`src/rtl/date_string_tx.sv`:
```
// Byte-serial "YYYY-MM-DD" transmitter over a stored BCD date; one char per clock, then the date advances a day.
// Latency: first char one cycle after start; no backpressure, load/start ignored while busy.
module date_string_tx (
    input  logic        clk,
    input  logic        reset,
    input  logic        load,
    input  logic [15:0] year_in,
    input  logic [7:0]  month_in,
    input  logic [7:0]  day_in,
    input  logic        start,
    output logic [7:0]  out,
    output logic        out_valid,
    output logic        busy,
    output logic        load_err,
    output logic [15:0] cur_year,
    output logic [7:0]  cur_month,
    output logic [7:0]  cur_day
);

    localparam logic [0:0] IDLE = 1'b0;
    localparam logic [0:0] EMIT = 1'b1;

    logic [0:0]  state;
    logic [3:0]  idx;
    logic [3:0]  nxt_idx;
    logic        load_ok;
    logic [7:0]  cur_dim;
    logic [15:0] nxt_year;
    logic [7:0]  nxt_month;
    logic [7:0]  nxt_day;

    function automatic logic div4(input logic [3:0] x, input logic [3:0] y);
        return (!x[0] && (y == 4'd0 || y == 4'd4 || y == 4'd8)) ||
               ( x[0] && (y == 4'd2 || y == 4'd6));
    endfunction

    // Century years fall back to the century digits, so 2000 leaps and 1900 does not.
    function automatic logic is_leap(input logic [15:0] yr);
        if (yr[7:0] != 8'h00)
            return div4(yr[7:4], yr[3:0]);
        else
            return div4(yr[15:12], yr[11:8]);
    endfunction

    function automatic logic [7:0] days_in_month(input logic [7:0] m, input logic [15:0] yr);
        case (m)
            8'h01, 8'h03, 8'h05, 8'h07, 8'h08, 8'h10, 8'h12: return 8'h31;
            8'h04, 8'h06, 8'h09, 8'h11:                      return 8'h30;
            8'h02:   return is_leap(yr) ? 8'h29 : 8'h28;
            default: return 8'h00;
        endcase
    endfunction

    function automatic logic all_bcd(input logic [31:0] v);
        logic ok;
        ok = 1'b1;
        for (int i = 0; i < 8; i++)
            if (v[4*i +: 4] > 4'd9) ok = 1'b0;
        return ok;
    endfunction

    function automatic logic [7:0] bcd2_inc(input logic [7:0] v);
        if (v[3:0] == 4'd9)
            return {v[7:4] + 4'd1, 4'd0};
        else
            return {v[7:4], v[3:0] + 4'd1};
    endfunction

    // 9999 ripples through every digit and lands on 0000.
    function automatic logic [15:0] bcd4_inc(input logic [15:0] v);
        logic [15:0] r;
        logic        c;
        r = v;
        c = 1'b1;
        for (int i = 0; i < 4; i++) begin
            if (c) begin
                if (r[4*i +: 4] == 4'd9) begin
                    r[4*i +: 4] = 4'd0;
                end else begin
                    r[4*i +: 4] = r[4*i +: 4] + 4'd1;
                    c = 1'b0;
                end
            end
        end
        return r;
    endfunction

    function automatic logic [7:0] char_at(input logic [3:0] i, input logic [15:0] y,
                                           input logic [7:0] m, input logic [7:0] d);
        case (i)
            4'd0:       return {4'h3, y[15:12]};
            4'd1:       return {4'h3, y[11:8]};
            4'd2:       return {4'h3, y[7:4]};
            4'd3:       return {4'h3, y[3:0]};
            4'd5:       return {4'h3, m[7:4]};
            4'd6:       return {4'h3, m[3:0]};
            4'd8:       return {4'h3, d[7:4]};
            4'd9:       return {4'h3, d[3:0]};
            4'd4, 4'd7: return 8'h2D;
            default:    return 8'h00;
        endcase
    endfunction

    // BCD values compare correctly as plain binary once every nibble is a digit.
    assign load_ok = all_bcd({year_in, month_in, day_in}) &&
                     month_in >= 8'h01 && month_in <= 8'h12 &&
                     day_in != 8'h00 && day_in <= days_in_month(month_in, year_in);

    assign cur_dim = days_in_month(cur_month, cur_year);
    assign nxt_idx = (state == IDLE) ? 4'd0 : idx + 4'd1;

    always_comb begin
        nxt_year  = cur_year;
        nxt_month = cur_month;
        nxt_day   = cur_day;
        if (cur_day < cur_dim) begin
            nxt_day = bcd2_inc(cur_day);
        end else begin
            nxt_day = 8'h01;
            if (cur_month == 8'h12) begin
                nxt_month = 8'h01;
                nxt_year  = bcd4_inc(cur_year);
            end else begin
                nxt_month = bcd2_inc(cur_month);
            end
        end
    end

    always_ff @(posedge clk or posedge reset) begin
        if (reset) begin
            state     <= IDLE;
            idx       <= 4'd0;
            out       <= 8'h00;
            out_valid <= 1'b0;
            busy      <= 1'b0;
            load_err  <= 1'b0;
            cur_year  <= 16'h2000;
            cur_month <= 8'h01;
            cur_day   <= 8'h01;
        end else begin
            load_err <= 1'b0;
            case (state)
                IDLE: begin
                    if (load) begin
                        if (load_ok) begin
                            cur_year  <= year_in;
                            cur_month <= month_in;
                            cur_day   <= day_in;
                        end else begin
                            load_err <= 1'b1;
                        end
                    end else if (start) begin
                        state     <= EMIT;
                        idx       <= nxt_idx;
                        out       <= char_at(nxt_idx, cur_year, cur_month, cur_day);
                        out_valid <= 1'b1;
                        busy      <= 1'b1;
                    end
                end
                default: begin
                    if (idx == 4'd9) begin
                        state     <= IDLE;
                        idx       <= 4'd0;
                        out       <= 8'h00;
                        out_valid <= 1'b0;
                        busy      <= 1'b0;
                        cur_year  <= nxt_year;
                        cur_month <= nxt_month;
                        cur_day   <= nxt_day;
                    end else begin
                        idx <= nxt_idx;
                        out <= char_at(nxt_idx, cur_year, cur_month, cur_day);
                    end
                end
            endcase
        end
    end

endmodule

```
`config.mk`:
```
export PLATFORM = sky130hd
export DESIGN_NAME = date_string_tx
export DESIGN_NICKNAME = d
export VERILOG_FILES = /design/src/rtl/date_string_tx.sv
export SDC_FILE = /design/constraint.sdc
export NUM_CORES = 1
export LEC_CHECK = 0
export ABC_AREA = 1
export BUFFER_PORTS_ARGS = -buffer_cell sky130_fd_sc_hd__clkbuf_2
export CAP_MARGIN = 5
export CORE_UTILIZATION = 50
export CTS_CLUSTER_DIAMETER = 30
export DETAILED_ROUTE_END_ITERATION = 6
export PLACE_DENSITY = 0.74
export SYNTH_ARGS = -nofsm -noshare
export SYNTH_HDL_FRONTEND = slang
export SYNTH_SLANG_ARGS = --single-unit
```
`constraint.sdc`:
```
create_clock -name clk -period 3.67 [get_ports clk]
set_input_delay 0.367 -clock clk [delete_from_list [all_inputs] [get_ports clk]]
set_output_delay 0.367 -clock clk [all_outputs]
set_load 0.01 [all_outputs]
```
==> flow_summary.rst <==
.. list-table::
   :header-rows: 1

   * - Metric
     - Value
   * - Final setup TNS
     - 0 ps
   * - Top-level I/O count
     - 79
   * - Seq/Total Area, Yosys
     - 0.305
   * - Count of hold buffers inserted by post-cts repair
     - 0
   * - Leakage dissipation
     - 2.19 nW
   * - Average size of a mapped cell
     - 6.77 µm²
   * - Buffering stage count on the worst path with inverters included
     - 1
   * - H-tree depth
     - 2
   * - Per-cell via count in the routed design
     - 5.47
   * - Die outline width
     - 88.1 µm
   * - Clock tree from TritonCTS
     - yes
   * - Number of setup violations in the final report
     - 0
   * - Data arrival at the endpoint of the critical path
     - 3120 ps
   * - Seq cells post-synth
     - 45
   * - CTS resizes
     - 0
   * - Clock transition at the registers of the reported paths
     - 90 ps
   * - Post-synthesis instance total
     - 548
   * - IR drop worst, VDD
     - 0.352 mV
   * - Path type of the worst setup path
     - reg -> reg
   * - Utilization after layout
     - 0.594
   * - Final wirelength
     - 10300 µm
   * - Min Tclk post-route
     - 2930 ps
   * - Worst setup timing slack at the placement stage
     - 522 ps
   * - Length of the first detailed-routing pass in iterations
     - 5
   * - Post-route DRC violation count
     - 0
   * - Root buffer cell
     - clkbuf_8
   * - Antenna Violating Nets Remaining
     - 0
   * - Clk_skew
     - 8.73 ps
   * - Unrepaired setup endpoints after global routing
     - no
   * - Unique masters post-synth
     - 46
   * - Summed instance area of the synthesized netlist
     - 0.00371 mm²
   * - Standard cell area after detailed placement
     - 0.00415 mm²
   * - Cell taking the most area after synthesis
     - dfrtp_1
   * - Number of global-route vias before repair
     - 3534
   * - Number of max-cap violations
     - 0
   * - HPWL after detailed placement
     - 8090 µm
   * - Cells taking the most area after synthesis
     - dfrtp_1 (28%), nand2_1 (15%), inv_1 (6.6%)
   * - GRT Util Overall
     - 0.278
   * - Final WS setup
     - 744 ps
   * - Outcome
     - complete, no violations
   * - Area growth, synth to finish
     - 15.5%
   * - Die area
     - 0.00777 mm²
   * - Number of filler cells placed in the layout
     - 705
   * - Worst Path Required
     - 3860 ps
   * - Ant. Diodes
     - 0
   * - Stage delay of the slowest cell on the critical path
     - 490 ps
   * - Number of CTS-inserted buffers
     - 5
   * - Sink count of the clock tree
     - 45
   * - Number of rows created at floorplan
     - 31
   * - Number of max-slew violations in the final report
     - 0
   * - Slowest library cell on the worst path
     - a2111oi_4
   * - Number of buffers inserted by port buffering
     - 76
   * - Per-cell routed wire length
     - 14.3 µm
   * - Post-synth top flop
     - dfrtp_1
   * - Synth warn
     - 0
   * - Number of setup buffers added after CTS
     - 0
   * - Global route overflow
     - 0
   * - Worst Hold Class
     - in -> async
   * - Final estimated routing congestion in global placement
     - 0.937
   * - P per Cell Area
     - 738 mW/mm²
   * - Number of design-rule violations left by the first detailed-router iteration
     - 288
   * - Setup slack, reg-to-reg
     - 740 ps
   * - Element type at the critical path start
     - register
   * - Kind of end point of the critical path
     - register
   * - Fraction of the cycle the final worst path needs
     - 0.797
   * - Overall via count from detail_route
     - 3955
   * - Async set or reset register ratio after synthesis
     - 1.00
   * - Net count reported at finish
     - 674
   * - Source-to-sink clock delay at the later pin of the worst-skew pair
     - 310 ps
   * - Worst-Margin Slew
     - 953 ps
   * - Most frequent cell after synthesis
     - nand2_1
   * - Pin count of the biggest net entering global routing
     - 46
   * - Max frequency
     - 342 MHz
   * - CP delay by family, top
     - simple AND/OR/NAND/NOR gates
   * - CP Max Fanout
     - 8
   * - Wire length of the first global-routing pass
     - 16600 µm
   * - Cell breakdown of the critical path
     - inv_1 > ha_1 > nor3b_2 > nand2_1 > o31ai_1 > nor3_1 > ha_1 > a2111oi_4 > nand2_4 > nand2_8 > nor2_4 > nand2_1 > o21ai_1
   * - Height of the die
     - 88.1 µm
   * - Starting Density
     - 0.514
   * - Share of Yosys cell area claimed by the top area cell type
     - 0.283
   * - Bufs on Longest Clock Path
     - 2
   * - Final Hold Viols
     - 0
   * - Relative slew slack
     - 0.364
   * - Initial antenna violation count
     - 0
   * - Standard cell core area
     - 0.00721 mm²
   * - Top post-synthesis cells by count
     - nand2_1 (151), inv_1 (65), nor2_1 (59), dfrtp_1 (42), o21ai_0 (36)
   * - Number of enable flip-flop cells after synthesis
     - 0
   * - Layout cells sized above 1
     - 0.196
   * - Final instance area
     - 0.00429 mm²
flip-flops by register name, summed over array words and instances (netlist names):
signal,flops
busy,1
cur_day,8
cur_month,8
cur_year,16
idx,4
load_err,1
out,6
state,1
path summary, 6_finish.rpt:
| path | start | end | cells past startpoint |
|---|---|---|---|
| min in group clk | day_in[0] | cur_day[0] | 3 |
| hold / removal | reset | idx[1] | 2 |
| setup reg to reg | cur_month[5] | cur_year[6] | 13 |
| max in group asynchronous | reset | cur_month[2] | 2 |
| hold reg to reg | out[4] | out[4] | 2 |
| setup / recovery | cur_month[5] | cur_year[6] | 13 |
area by class of cell:
cell class / count / area (µm²) / share of cell area
Inverter: 74 / 283 / 0.0660
Tap cell: 99 / 124 / 0.0289
Multi-Input combinational cell: 419 / 2220 / 0.517
Timing Repair Buffer: 78 / 395 / 0.0922
Sequential cell: 45 / 1130 / 0.264
Clock inverter: 3 / 68.8 / 0.0161
Clock buffer: 5 / 68.8 / 0.0161
cells by family after synthesis:
kind of cell,Yosys count,synth area share
other,1,0.00101
xor gates and xnor gates,9,0.0212
and+or+nand+nor,289,0.352
buffers and inverters,85,0.0988
AOI/OAI and AO/OA,104,0.172
adders and majority gates,15,0.0506
DFF,45,0.305
power breakdown:
group	internal, W	total, W	switching [W]
Combinational	0.000618	0.00178	0.00116
Clock	0.000274	0.000463	0.000189
Sequential	0.000677	0.000919	0.000242
Total	0.00157	0.00316	0.00159
per-stage QoR:
stage                     total power, W  cells  hold WS (ps)
after floorplan                  0.00217    549           504
after detailed placement         0.00267    715           470
after CTS                        0.00315    723           291
after global placement           0.00264    715           465
final                            0.00316    723           252
after global routing             0.00344    723           341
metal layers:
layer / vias up / share of wire / GRT usage
met2: 146 / 0.47 / 0.468
met5: - / 0 / 0
met3: 18 / 0.059 / 0.0283
met4: 0 / 0.014 / 0.0806
li1: 1961 / - / -
met1: 1830 / 0.46 / 0.379
cells in the final DEF, fill, tap and decap left out, types with 3 or more instances in the layout:
master and count:
a21oi_1 16, a31oi_1 3, clkbuf_2 76, clkbuf_8 5, dfrtp_1 42, dfstp_2 3
ha_1 15, inv_1 64, inv_2 9, nand2_1 151, nand2_4 3, nand3_1 32
nand4_1 15, nor2_1 59, nor2_2 4, nor2_4 5, nor3_1 9, o21ai_0 36
o21ai_1 15, o22ai_1 14, o31ai_1 6, xnor2_1 3, xor2_1 6
No activity file was read; power rests on OpenSTA's default activity.
